--- config.mk ---
export PLATFORM = sky130hd
export DESIGN_NAME = seq_alu
export DESIGN_NICKNAME = d
export VERILOG_FILES = /design/src/rtl/alu_pkg.sv /design/src/rtl/seq_mul.sv /design/src/rtl/seq_alu.sv
export SDC_FILE = /design/constraint.sdc
export NUM_CORES = 1
export LEC_CHECK = 0
export CAP_MARGIN = 20
export CORE_MARGIN = 5
export CORE_UTILIZATION = 29
export DETAILED_ROUTE_END_ITERATION = 10
export HOLD_SLACK_MARGIN = 0.15
export PLACE_DENSITY_LB_ADDON = 0.15
export SYNTH_ARGS = -nofsm -noshare
export SYNTH_HDL_FRONTEND = slang
export SYNTH_SLANG_ARGS = --single-unit
--- constraint.sdc ---
create_clock -name clk -period 15.04 [get_ports clk]
set_input_delay 3.008 -clock clk [delete_from_list [all_inputs] [get_ports clk]]
set_output_delay 3.008 -clock clk [all_outputs]
set_load 0.02 [all_outputs]
--- src/rtl/alu_pkg.sv ---
// rtl/alu_pkg.sv - shared opcodes, flag indices and FSM encodings for seq_alu
//
// Purpose: common constants for the sequential accumulator ALU and its
//          shift-add multiplier core.
// Ports:   none (package)

package alu_pkg;

  // Opcode encodings (3-bit op field)
  localparam logic [2:0] OP_ADD   = 3'b000;
  localparam logic [2:0] OP_SUB   = 3'b001;
  localparam logic [2:0] OP_XOR   = 3'b010;
  localparam logic [2:0] OP_AND   = 3'b011;
  localparam logic [2:0] OP_OR    = 3'b100;
  localparam logic [2:0] OP_MUL   = 3'b101;
  localparam logic [2:0] OP_PASSB = 3'b110;
  localparam logic [2:0] OP_ILL   = 3'b111;

  // Bit positions inside the 4-bit {Z,N,C,V} flags vector
  localparam int FLG_Z = 3;
  localparam int FLG_N = 2;
  localparam int FLG_C = 1;
  localparam int FLG_V = 0;

  // Controller FSM state encodings
  localparam logic [0:0] ST_IDLE = 1'b0;
  localparam logic [0:0] ST_MUL  = 1'b1;

endpackage

--- src/rtl/seq_mul.sv ---
// rtl/seq_mul.sv - WIDTH-bit unsigned shift-add multiplier core
//
// Purpose: computes a*b over 2*WIDTH bits, one shift-add iteration per cycle.
// Ports:
//   clk   in   1          rising-edge clock
//   rst   in   1          synchronous reset, active-high; aborts a run
//   load  in   1          capture a/b and start a new product
//   a     in   WIDTH      multiplicand
//   b     in   WIDTH      multiplier
//   busy  out  1          iterations remaining
//   done  out  1          the iteration on the coming edge is the last one
//   prod  out  2*WIDTH    product after the iteration on the coming edge;
//                         equals a*b while done=1

module seq_mul
  import alu_pkg::*;
#(
  parameter int WIDTH = 16
) (
  input  logic               clk,
  input  logic               rst,
  input  logic               load,
  input  logic [WIDTH-1:0]   a,
  input  logic [WIDTH-1:0]   b,
  output logic               busy,
  output logic               done,
  output logic [2*WIDTH-1:0] prod
);

  localparam int CW = $clog2(WIDTH + 1);

  logic [CW-1:0]      cnt;
  logic [WIDTH-1:0]   mcand;
  // Upper half accumulates partial sums; lower half starts as the multiplier
  // and is shifted out one bit per iteration.
  logic [2*WIDTH-1:0] work;
  logic [WIDTH:0]     partial;

  always_comb begin
    partial = {1'b0, work[2*WIDTH-1:WIDTH]} + (work[0] ? {1'b0, mcand} : '0);
    prod    = {partial, work[WIDTH-1:1]};
    busy    = (cnt != '0);
    done    = (cnt == CW'(1));
  end

  always_ff @(posedge clk) begin
    if (rst) begin
      cnt   <= '0;
      mcand <= '0;
      work  <= '0;
    end else if (load) begin
      cnt   <= CW'(WIDTH);
      mcand <= a;
      work  <= {{WIDTH{1'b0}}, b};
    end else if (busy) begin
      work  <= prod;
      cnt   <= cnt - CW'(1);
    end
  end

endmodule

--- src/rtl/seq_alu.sv ---
// rtl/seq_alu.sv - WIDTH-bit accumulator ALU with multi-cycle shift-add MUL
//
// Purpose: single-cycle ADD/SUB/XOR/AND/OR/PASSB and a WIDTH-cycle unsigned
//          MUL, with start/busy/done handshake, registered {Z,N,C,V} flags
//          and accumulator chaining through use_acc.
// Ports:
//   clk      in   1       rising-edge clock
//   rst      in   1       synchronous reset, active-high
//   start    in   1       request; sampled only when busy=0
//   op       in   3       opcode, sampled with start
//   use_acc  in   1       1: operand A = acc_lo; 0: operand A = a
//   a        in   WIDTH   operand A
//   b        in   WIDTH   operand B
//   busy     out  1       MUL in progress
//   done     out  1       one-cycle pulse: result/flags updated
//   err      out  1       illegal opcode, valid with done
//   acc_lo   out  WIDTH   result (low half of product for MUL)
//   acc_hi   out  WIDTH   high half of product; 0 after non-MUL ops
//   flags    out  4       {Z,N,C,V}

module seq_alu
  import alu_pkg::*;
#(
  parameter int WIDTH  = 16,
  parameter bit MUL_EN = 1'b1
) (
  input  logic             clk,
  input  logic             rst,
  input  logic             start,
  input  logic [2:0]       op,
  input  logic             use_acc,
  input  logic [WIDTH-1:0] a,
  input  logic [WIDTH-1:0] b,
  output logic             busy,
  output logic             done,
  output logic             err,
  output logic [WIDTH-1:0] acc_lo,
  output logic [WIDTH-1:0] acc_hi,
  output logic [3:0]       flags
);

  logic [0:0]         state;
  logic               accept;
  logic               is_mul;
  logic               is_ill;
  logic [WIDTH-1:0]   opa;

  logic [WIDTH:0]     sum;
  logic [WIDTH-1:0]   res;
  logic               res_c;
  logic               res_v;
  logic [3:0]         sc_flags;

  logic               mul_load;
  logic               mul_busy;
  logic               mul_done;
  logic [2*WIDTH-1:0] mul_prod;
  logic [3:0]         mul_flags;

  // Operand A is taken from the registered accumulator, so a chained op sees
  // the result of the op accepted on the previous edge.
  assign opa    = use_acc ? acc_lo : a;
  assign accept = start && (state == ST_IDLE);
  assign is_mul = (op == OP_MUL) && MUL_EN;
  assign is_ill = (op == OP_ILL) || ((op == OP_MUL) && !MUL_EN);

  assign mul_load = accept && is_mul;

  seq_mul #(
    .WIDTH (WIDTH)
  ) u_mul (
    .clk  (clk),
    .rst  (rst),
    .load (mul_load),
    .a    (opa),
    .b    (b),
    .busy (mul_busy),
    .done (mul_done),
    .prod (mul_prod)
  );

  // The core is busy exactly from the accept edge to the completion edge,
  // which is the window the controller must see as busy.
  assign busy = mul_busy;

  // Single-cycle datapath
  always_comb begin
    sum   = '0;
    res   = '0;
    res_c = 1'b0;
    res_v = 1'b0;
    case (op)
      OP_ADD: begin
        sum   = {1'b0, opa} + {1'b0, b};
        res   = sum[WIDTH-1:0];
        res_c = sum[WIDTH];
        res_v = (opa[WIDTH-1] == b[WIDTH-1]) && (res[WIDTH-1] != opa[WIDTH-1]);
      end
      OP_SUB: begin
        // C=1 means no borrow
        sum   = {1'b0, opa} + {1'b0, ~b} + (WIDTH+1)'(1);
        res   = sum[WIDTH-1:0];
        res_c = sum[WIDTH];
        res_v = (opa[WIDTH-1] != b[WIDTH-1]) && (res[WIDTH-1] != opa[WIDTH-1]);
      end
      OP_XOR:   res = opa ^ b;
      OP_AND:   res = opa & b;
      OP_OR:    res = opa | b;
      OP_PASSB: res = b;
      default:  res = '0;
    endcase
  end

  always_comb begin
    sc_flags        = '0;
    sc_flags[FLG_Z] = (res == '0);
    sc_flags[FLG_N] = res[WIDTH-1];
    sc_flags[FLG_C] = res_c;
    sc_flags[FLG_V] = res_v;

    mul_flags        = '0;
    mul_flags[FLG_Z] = (mul_prod == '0);
    mul_flags[FLG_N] = mul_prod[2*WIDTH-1];
    mul_flags[FLG_C] = (mul_prod[2*WIDTH-1:WIDTH] != '0);
    mul_flags[FLG_V] = 1'b0;
  end

  always_ff @(posedge clk) begin
    if (rst) begin
      state  <= ST_IDLE;
      done   <= 1'b0;
      err    <= 1'b0;
      acc_lo <= '0;
      acc_hi <= '0;
      flags  <= '0;
    end else begin
      done <= 1'b0;
      err  <= 1'b0;
      case (state)
        ST_IDLE: begin
          if (start) begin
            if (is_ill) begin
              // acc and flags deliberately left untouched
              done <= 1'b1;
              err  <= 1'b1;
            end else if (is_mul) begin
              state <= ST_MUL;
            end else begin
              acc_lo <= res;
              acc_hi <= '0;
              flags  <= sc_flags;
              done   <= 1'b1;
            end
          end
        end
        ST_MUL: begin
          // start is ignored here; no queueing
          if (mul_done) begin
            acc_lo <= mul_prod[WIDTH-1:0];
            acc_hi <= mul_prod[2*WIDTH-1:WIDTH];
            flags  <= mul_flags;
            done   <= 1'b1;
            state  <= ST_IDLE;
          end
        end
        default: state <= ST_IDLE;
      endcase
    end
  end

endmodule

==> results.sh <==
export IMPL_cts_hold_buf=0
export IMPL_cts_root_buf="clkbuf_16"
export IMPL_nFillCells=2795
export IMPL_syn_inst=1012
export IMPL_start_util_pct=29.39
export IMPL_syn_area_per_cell_sq_um=7.547
export IMPL_wire_per_inst_microns=18.91
export IMPL_nNetsFinal=1168
export IMPL_place_area_sq_mm=0.008662
export IMPL_dieHeight_microns=172.3
export IMPL_grt_pass1_vias=7296
export IMPL_syn_area_sq_mm=0.007637
export IMPL_synth_seq_cells=92
export IMPL_synth_simple_area_share_pct=22.28
export IMPL_yosys_area_top_type="dfxtp_1"
export IMPL_critPathKind="input port to register"
export IMPL_synth_compound_area_share_pct=25.80
export IMPL_dr_pass1_iters=5
export IMPL_cts_tree="built"
export IMPL_final_hold_viol_count=0
export IMPL_setup_violations=0
export IMPL_synthMuxAreaShare_pct=4.866
export IMPL_slew_violations=0
export IMPL_max_cap_viol_count=0
export IMPL_power_density_mw_per_mm2=94.21
export IMPL_yosysSeqAreaShare_pct=24.12
export IMPL_antenna_cells=0
export IMPL_slew_headroom_pct=37.06
export IMPL_rows=59
export IMPL_synth_area_leaders="dfxtp_1, ha_1, nor2_1, nand2_1, mux2i_1"
export IMPL_die_w_microns=172.3
export IMPL_syn2layout_area_growth_pct=17.50
export IMPL_cts_buffer_depth=2
export IMPL_synth_common_cells="nor2_1, nand2_1, dfxtp_1"
export IMPL_synth_edf_count=0
export IMPL_first_iter_violations=528
export IMPL_htreeDepth=3
export IMPL_grt_ovfl_total=0
export IMPL_antenna_found_initial=0
export IMPL_netSwitchingFraction_pct=39.73
export IMPL_place_congestion=0.8898
export IMPL_cts_buffers=9
export IMPL_cts_clk_slew_worst_paths_ps=70
export IMPL_cp_arrival_ps=7370
export IMPL_clk_insertion_delay_late_ps=340
export IMPL_yosys_area_share_adder_pct=13.40
export IMPL_vias=7573
export IMPL_syn_num_nets=1131
export IMPL_setup_tns_ps=0
export IMPL_routed_wl_microns=26260
export IMPL_grt_pass1_wl_microns=41320
export IMPL_rsz0062_at_grt="false"
export IMPL_crit_required_ps=15300
export IMPL_dieArea_sq_mm=0.02968
export IMPL_power_share_clock_pct=28.2
export IMPL_worstHoldPathType="register to register"
export IMPL_ios=78
export IMPL_grt_max_degree=76
export IMPL_yosysTopAreaCellShare_pct=24.12
export IMPL_max_freq_mhz=140.7
export IMPL_combPwrFrac_pct=38.5
export IMPL_antenna_left=0
export IMPL_p_int_mw=0.5095
export IMPL_synthArstFlopShare_pct=0
export IMPL_path_max_fanout=16
export IMPL_portBuffers=77
export IMPL_clock_sinks=92
export IMPL_switchingPower_mw=0.3359
export IMPL_synth_main_ff_cell="dfxtp_1"
export IMPL_p_leak_nw=3.655
export IMPL_fin_crit_sh_pct=47.25
export IMPL_drc=0
export IMPL_finalInstanceArea_sq_mm=0.008974
export IMPL_cp_start_kind="input port"
export IMPL_synth_top_family_by_area="compound AO/OA/AOI/OAI gates"
export IMPL_viasPerCell=5.452
export IMPL_track_usage_pct=17.53
export IMPL_ys_types=69
export IMPL_worstMarginPinSlew_ps=944.1
export IMPL_drive_above_1_share_pct=4.744
export IMPL_clock_skew_ps=11.66
export IMPL_end_kind="register"
export IMPL_synth_xor_area_share_pct=2.982
export IMPL_post_cts_buffers=0
export IMPL_post_cts_resized=0
export IMPL_post_synth_top_count_cell="nor2_1"
export IMPL_seq_power_share_pct=33.3
export IMPL_ir_drop_mv=0.07051
export IMPL_min_period_ps=7106
export IMPL_yosysWarnings=0
export IMPL_core_area_sq_mm=0.02598
export IMPL_reg2reg_slack_ps=11120
export IMPL_hpwl_microns=19810
export IMPL_status="finished clean"
==> cell type report <==
cell class	count	area [sq um]	share of cell area, %
clock buffer	10	239.0	2.663
inverter	60	225.2	2.510
timing repair buffer	88	868.3	9.677
tap	335	419.2	4.671
sequential	92	1842	20.52
clock inverter	6	72.57	0.8087
multi-input combinational	798	5308	59.15
==> cell usage in the layout (no fill, tap or decap), drive strengths merged, types with 27 or more instances in the layout <==
| cell | synthesis | layout |
|---|---|---|
| nor2 | 140 | 140 |
| nand2 | 102 | 102 |
| dfxtp | 92 | 92 |
| ha | 77 | 77 |
| clkdlybuf4s50 | 0 | 76 |
| a21oi | 72 | 72 |
| inv | 59 | 60 |
| mux2i | 36 | 36 |
| a211oi | 28 | 28 |
| o21ai | 27 | 27 |
==> cell families after synthesis <==
kind of cell / Yosys count
and+or+nand+nor: 369
AOI/OAI and AO/OA: 286
buffers and inverters: 122
DFF: 92
adders and majority gates: 80
muxes: 37
xor gates and xnor gates: 26
==> critical path, cell delays in order <==
cell and delay (ps):
clkdlybuf4s50_1 450, buf_4 290, mux2i_1 450, ha_1 280, inv_1 60, fa_1 410
nor2b_1 150, o21ai_0 250, nand2_1 140, o22ai_1 300, xnor2_1 160, o211ai_1 120
or4_1 550, or4b_1 490, o31ai_2 220
==> routing by layer <==
metal,vias up,global-route usage (%),wire (microns),share of wire [%]
met5,-,0,0,0
met4,0,4.340,378,1.4
met3,23,1.395,957,3.6
met2,193,30.18,12660,48
met1,3629,23.82,12270,47
li1,3728,-,-,-
==> power by group through the flow <==
stage               clock [mW]  combinational, mW  sequential (mW)
finish                   0.238              0.325            0.282
global placement             0              0.326            0.287
global route             0.255              0.360            0.284
CTS                      0.245              0.326            0.282
detailed placement           0              0.325            0.287
floorplan                    0              0.222            0.285
==> flip-flops by register name, indices dropped and copies added, names as in the netlist <==
name and count:
u_mul.work 32, done 1, u_mul.mcand 16, acc_lo 16
u_mul.cnt 5, err 1, acc_hi 16, state 1
flags 4
==> stage by stage <==
step	cells	utilization [%]	worst slack [ps]	hold slack, ps	total power, mW
floorplan	1012	-	8059	436.2	0.5075
CTS	1389	34.53	7967	460.3	0.8527
finish	1389	34.53	7934	460.8	0.8454
global placement	1372	33.23	7707	443.2	0.6131
detailed placement	1373	33.33	7608	448.8	0.6120
global route	1389	34.53	7598	483.0	0.8995
==> path summary, 6_finish.rpt <==
path	startpoint	end	cells past startpoint
min reg2reg	u_mul.work[30]	u_mul.work[30]	2
max	use_acc	flags[3]	15
min	u_mul.work[30]	u_mul.work[30]	2
max reg2reg	acc_lo[0]	flags[3]	13
Note: power is estimated with default switching activity, not from simulation.
